**src/rtl/hazard_scheduler.sv**
```systemverilog
`default_nettype none
// hazard_scheduler: stall/bubble generation from a two-entry (E, M) Tuse/Tnew scoreboard.
// Define HAZARD_MD_INTERLOCK_EN to add the mult/div busy interlock; without it md_busy is tied to 0.
module hazard_scheduler #(
  parameter int MULT_CYCLES = 5,
  parameter int DIV_CYCLES  = 10
) (
  input  logic       clk,
  input  logic       reset,
  input  logic       flush,
  input  logic [4:0] d_rs,
  input  logic [4:0] d_rt,
  input  logic [1:0] d_tuse_rs,
  input  logic [1:0] d_tuse_rt,
  input  logic [4:0] d_waddr,
  input  logic [1:0] d_tnew,
  input  logic       d_is_md,
  input  logic       d_md_start,
  input  logic       d_md_div,
  output logic       stall,
  output logic       clr_de,
  output logic       md_busy
);

  logic [4:0] e_waddr_q, e_waddr_d, m_waddr_q, m_waddr_d;
  logic [1:0] e_tnew_q, e_tnew_d, m_tnew_q, m_tnew_d;
  logic       data_stall, md_stall, bubble_e;

  function automatic logic hazard(input logic [4:0] src, input logic [1:0] tuse,
                                  input logic [4:0] waddr, input logic [1:0] tnew);
    return (src != 5'd0) && (waddr == src) && (tnew > tuse);
  endfunction

  assign data_stall = hazard(d_rs, d_tuse_rs, e_waddr_q, e_tnew_q)
                    | hazard(d_rs, d_tuse_rs, m_waddr_q, m_tnew_q)
                    | hazard(d_rt, d_tuse_rt, e_waddr_q, e_tnew_q)
                    | hazard(d_rt, d_tuse_rt, m_waddr_q, m_tnew_q);

  // Reset gating keeps the outputs defined before the first reset edge clears state.
  assign stall    = (data_stall | md_stall) & ~flush & ~reset;
  assign clr_de   = stall | flush | reset;
  assign bubble_e = stall | flush;

  always_comb begin
    e_waddr_d = bubble_e ? 5'd0 : d_waddr;
    e_tnew_d  = bubble_e ? 2'd0 : d_tnew;
    m_waddr_d = flush ? 5'd0 : e_waddr_q;
    m_tnew_d  = (flush || e_tnew_q == 2'd0) ? 2'd0 : e_tnew_q - 2'd1;
  end

  always_ff @(posedge clk) begin
    if (reset) begin
      e_waddr_q <= 5'd0;
      e_tnew_q  <= 2'd0;
      m_waddr_q <= 5'd0;
      m_tnew_q  <= 2'd0;
    end else begin
      e_waddr_q <= e_waddr_d;
      e_tnew_q  <= e_tnew_d;
      m_waddr_q <= m_waddr_d;
      m_tnew_q  <= m_tnew_d;
    end
  end

`ifdef HAZARD_MD_INTERLOCK_EN
  localparam int MD_MAX = (MULT_CYCLES > DIV_CYCLES) ? MULT_CYCLES : DIV_CYCLES;
  localparam int MD_W   = $clog2(MD_MAX + 1);

  logic            e_md_start_q, e_md_start_d, e_md_div_q, e_md_div_d;
  logic [MD_W-1:0] md_count_q, md_count_d;

  // A start already in E loads the counter even under flush; flush only bubbles the stages.
  always_comb begin
    e_md_start_d = d_md_start & ~bubble_e;
    e_md_div_d   = d_md_div & ~bubble_e;
    md_count_d   = md_count_q;
    if (e_md_start_q)
      md_count_d = e_md_div_q ? MD_W'(DIV_CYCLES) : MD_W'(MULT_CYCLES);
    else if (md_count_q != '0)
      md_count_d = md_count_q - MD_W'(1);
  end

  always_ff @(posedge clk) begin
    if (reset) begin
      e_md_start_q <= 1'b0;
      e_md_div_q   <= 1'b0;
      md_count_q   <= '0;
    end else begin
      e_md_start_q <= e_md_start_d;
      e_md_div_q   <= e_md_div_d;
      md_count_q   <= md_count_d;
    end
  end

  assign md_stall = d_is_md & ((md_count_q != '0) | e_md_start_q);
  assign md_busy  = (md_count_q != '0) & ~reset;
`else
  logic unused_md;
  assign unused_md = ^{d_is_md, d_md_start, d_md_div};
  assign md_stall  = 1'b0;
  assign md_busy   = 1'b0;
`endif

endmodule
`default_nettype wire

```
**config.mk**
```make
export PLATFORM = sky130hd
export DESIGN_NAME = hazard_scheduler
export DESIGN_NICKNAME = d
export VERILOG_FILES = /design/src/rtl/hazard_scheduler.sv
export SDC_FILE = /design/constraint.sdc
export NUM_CORES = 1
export LEC_CHECK = 0
export ABC_AREA = 1
export BUFFER_PORTS_ARGS = -buffer_cell sky130_fd_sc_hd__buf_4
export CAP_MARGIN = 20
export CORE_MARGIN = 2
export CORE_UTILIZATION = 45
export CTS_BUF_LIST = sky130_fd_sc_hd__clkbuf_16
export DETAILED_ROUTE_END_ITERATION = 10
export PLACE_DENSITY = 0.82
export SETUP_SLACK_MARGIN = 0.5
export SLEW_MARGIN = 40
export SYNTH_ARGS = -nofsm -noshare
export SYNTH_HDL_FRONTEND = slang
export SYNTH_SLANG_ARGS = --single-unit
```
**constraint.sdc**
```tcl
create_clock -name clk -period 2.5 [get_ports clk]
set_input_delay 0.375 -clock clk [delete_from_list [all_inputs] [get_ports clk]]
set_output_delay 0.375 -clock clk [all_outputs]
set_load 0.005 [all_outputs]
```
Word-level counts from Yosys, hierarchy flattened

Cells that the tools add are included.

Flip-flop bits (word level): 14
Bits of input ports: 27
Output and inout port bits: 3
Logic and storage cells: 37

$add $sub $neg: 1
$lt $le $gt $ge: 4
Equal/unequal tests: 4
Bitwise logic cells: 9
Reductions and logical operators: 15

Operators by type and width:

| cell                                              | count |
|---|---|
| equality test 5 bit                               | 4 |
| nonzero test 5 bit                                | 2 |
| > comparator 2 bit                                | 4 |
| logical AND 1 bit                                 | 8 |
| OR reduction 2 bit                                | 3 |
| OR 1 bit                                          | 5 |
| bitwise AND 1 bit                                 | 2 |
| logical NOT 2 bit                                 | 1 |
| NOT 1 bit                                         | 2 |
| subtractor 2 x 1 -> 2 bit (second input constant) | 1 |
| logical OR 1 bit                                  | 1 |

Depth between registers and ports, before layout

Word-level depth: 10
Depth in mapped cells: 10
Gate-level depth less buffers: 10

Least setup slack after synthesis

No wires, ideal clock.

Path kind: input to output
Start: input port d_tuse_rt[1]
End: output port stall
Arrival: 1.272 ns
Required time: 2.125 ns
Slack: 0.853 ns
Stages on the path: 9
Buffers on the path: 0
Cell sequence: inv_1 > ha_1 > nand2_1 > nand3_1 > nor2_1 > nand3_1 > nand2_1 > nand2_2 > a21oi_1

Longest elaborated chain between the ends: 6
Elaborated cells on any way between the ends: 8
Classes of those cells: order compare: 2; bitwise: 4; reduce/logical: 2

RTL lines:

| what                             | line | source |
|---|---|---|
| start: declaration               | 14   | `input logic [1:0] d_tuse_rt,` |
| > comparator 2 bit               | 31   | `return (src != 5'd0) && (waddr == src) && (tnew > tuse);` |
| logical AND 1 bit                | 31   |  |
| OR 1 bit                         | 36   | `\| hazard(d_rt, d_tuse_rt, e_waddr_q, e_tnew_q)` |
| OR 1 bit *                       | 37   | `\| hazard(d_rt, d_tuse_rt, m_waddr_q, m_tnew_q);` |
| bitwise AND 1 bit * (2 in a row) | 40   | `assign stall = (data_stall \| md_stall) & ~flush & ~reset;` |
| end: declaration                 | 20   | `output logic stall,` |

Mark *: on every way between the ends. The rest lies on a longest branch, timed or not.

Final worst setup path

Start: register m_tnew_q[1]
End: output port stall

Longest elaborated chain between the ends: 7
Elaborated cells on any way between the ends: 9
Classes of those cells: order compare: 2; bitwise: 5; reduce/logical: 2

RTL lines:

| what                             | line | source |
|---|---|---|
| start: declaration               | 26   | `logic [1:0] e_tnew_q, e_tnew_d, m_tnew_q, m_tnew_d;` |
| start signal: assignment         | 61   | `m_tnew_q <= m_tnew_d;` |
| > comparator 2 bit               | 31   |  |
| logical AND 1 bit                | 31   |  |
| OR 1 bit                         | 35   | `\| hazard(d_rs, d_tuse_rs, m_waddr_q, m_tnew_q)` |
| OR 1 bit                         | 36   |  |
| OR 1 bit *                       | 37   |  |
| bitwise AND 1 bit * (2 in a row) | 40   |  |

Marked as above.

==> impl_metrics.ini <==
[pwr]
fin_total_pwr_uw = 674
peakVddDrop_v = 0.000522
swShare = 0.244
p_comb_frac = 0.201
p_leak_nw = 0.713
p_clk_frac = 0.444
power_frac_seq = 0.355
power.density_nw_per_um2 = 483
p_switching_uw = 165
internal_power_uw = 509

[logic_synthesis]
syn-instance-count = 155
synth_nets = 191
ys_ff_latch = 14
synth_top_area_cell = dfxtp_1
synth_area_leaders = dfxtp_1 29%, nand2_1 16%, inv_1 13%, ha_1 12%, nor2_1 10%
ys.flop_type = dfxtp_1
synth_edf_count = 0
yosys-top-cells-count = 41 x nand2_1, 34 x inv_1, 27 x nor2_1, 14 x dfxtp_1
netlist_area_um2 = 966
synth_cell_types = 15
synth_most_common_cell = nand2_1
postSynth.asyncResetShare = 0
synth-seq-area-share = 0.290
avgSynthCellArea_um2 = 6.23
yosys_warnings = 0
synth.top_cell.area_share = 0.290

[sta]
setup_viol = 0
fmax_mhz = 505
finClkSkew_ns = 0.00155
finalMaxSlewViolations = 0
post-route-period-util = 0.792
tns_ns = 0
hold_viol_final = 0
period_needed_ns = 1.98
rsz0062_at_grt = true

[routing]
drtPass1Iterations = 4
wl_per_cell_um = 11.7
vias_per_cell = 4.78
vias = 1009
postRouteAntennaNets = 0
drt_iter0_markers = 26
drc_errors = 0
totalWireLength_mm = 2.47

[cts]
root_buffer = clkbuf_16
cts_made_buffers = 3
clkTransAtPathRegs_ns = 0.05
tritoncts = built
insertion_delay_ns = 0.24
htreeDepth = 1
cts.sinks = 14
ctsHoldBuffers = 0
clk_path_buf_depth = 2

[global_route]
grt_pass1_vias = 974
track_usage = 0.209
grt_pass1_wl_mm = 3.97
grt_max_degree = 9
antenna_found_initial = 0
grt_overflow = 0

[placed_design]
routabilityCongestion = 0.874
numPortBuffers = 25
hpwlAfterDp_mm = 1.77

[flow_run]
drv_cap = 0

[layout]
fillers = 148
antennaDiodeCount = 0
drive_gt1_frac = 0.293
fin_nets = 221
area_growth_pct = 44.6

[die]
initial_core_util = 0.482
rows = 16
design.core.area_um2 = 2000
fp.dieArea_um2 = 2530
io_pins = 30
dieHeight_um = 50.3
die_w_um = 50.3

[setup_path]
crit_fanout = 2
cp.arrival_ns = 1.60
cp.required_ns = 2.12
crit_type = reg -> out
startpoint_type = flop
end_kind = primary output

[run_status]
status = completed

[worst_hold_path]
min_path_type = in -> reg
## through the flow
step                hold WS, ns  std cells   util  area, um2  setup WS, ns
floorplan                 0.400        155      -        966         0.853
detailed placement        0.420        206  0.589       1180         0.529
global route              0.348        211  0.698       1400         0.472
CTS                       0.345        210  0.639       1280         0.503
global placement          0.408        206  0.589       1180         0.573
finish                    0.346        211  0.698       1400         0.520
## metal layers
layer,share of wire,GRT usage
met5,0,0
met4,0.0077,0.0811
met3,0.062,0.0595
met2,0.52,0.364
met1,0.41,0.239
## kinds of logic after synthesis
group           synth area share
buf+inv                    0.140
compound gates            0.0311
xor+xnor                  0.0544
other cells              0.00388
fa+ha+maj                  0.117
flops                      0.290
simple gates               0.364
## what timing repair did
| action | CTS | global route |
|---|---|---|
| setup endpoints to repair | 2 | 2 |
| pin swaps | 1 | 18 |
| buffers inserted | 0 | 1 |
| gates resized for setup | 5 | 19 |
## flip-flops by register name (all words and copies together) (netlist names)
register / count
e_tnew_q: 2
m_tnew_q: 2
e_waddr_q: 5
m_waddr_q: 5
## worst max-delay path, stage by stage, from the launching register on
cell     delay [ns]
dfxtp_2        0.37
ha_4           0.21
nand2_1        0.07
nand3_1        0.07
nor2_1         0.11
nand3_1        0.08
nand2_1        0.09
nand2_2        0.09
a21oi_2        0.14
buf_4          0.12
## power groups by stage
| stage | clock network, mW | registers, mW | logic, mW |
|---|---|---|---|
| global route | 0.318 | 0.240 | 0.152 |
| detailed placement | 0 | 0.241 | 0.113 |
| floorplan | 0 | 0.239 | 0.0637 |
| CTS | 0.305 | 0.237 | 0.118 |
| global placement | 0 | 0.241 | 0.108 |
| finish | 0.299 | 0.239 | 0.136 |
## path summary, 6_finish.rpt
kind                                    end  cells after the start   startpoint  slack (ns)
worst max-delay path                  stall                      9  m_tnew_q[1]        0.52
worst min-delay path            e_tnew_q[1]                      3    d_tnew[1]        0.35
worst max register to register  e_tnew_q[0]                     11  e_tnew_q[0]        1.00
worst min register to register  m_tnew_q[0]                      1  e_tnew_q[0]        0.44
## area by class of cell
class                      count  area [um2]  share of cell area
clock inverter                 1        3.75             0.00269
clock buffer                   3        75.1              0.0538
sequential                    14         285               0.204
tap                           27        33.8              0.0242
multi-input combinational    106         673               0.482
inverter                      34         130              0.0932
timing repair buffer          26         195               0.140
## placed cells by master (no fill, tap or decap)
cell / instances
inv_1: 30
nor2_1: 26
dfxtp_1: 10
o21ai_1: 1
inv_2: 3
nand3_2: 2
nor4_1: 1
clkbuf_16: 3
nand2_2: 3
clkinv_1: 1
conb_1: 1
ha_1: 1
nand3_1: 7
ha_4: 8
dfxtp_2: 4
nand3_4: 1
nand2_1: 40
buf_4: 26
xor2_1: 6
inv_4: 1
a21oi_1: 3
nor2_2: 1
nor3_1: 3
a21oi_2: 2
Note: power is estimated with default switching activity, not from simulation.
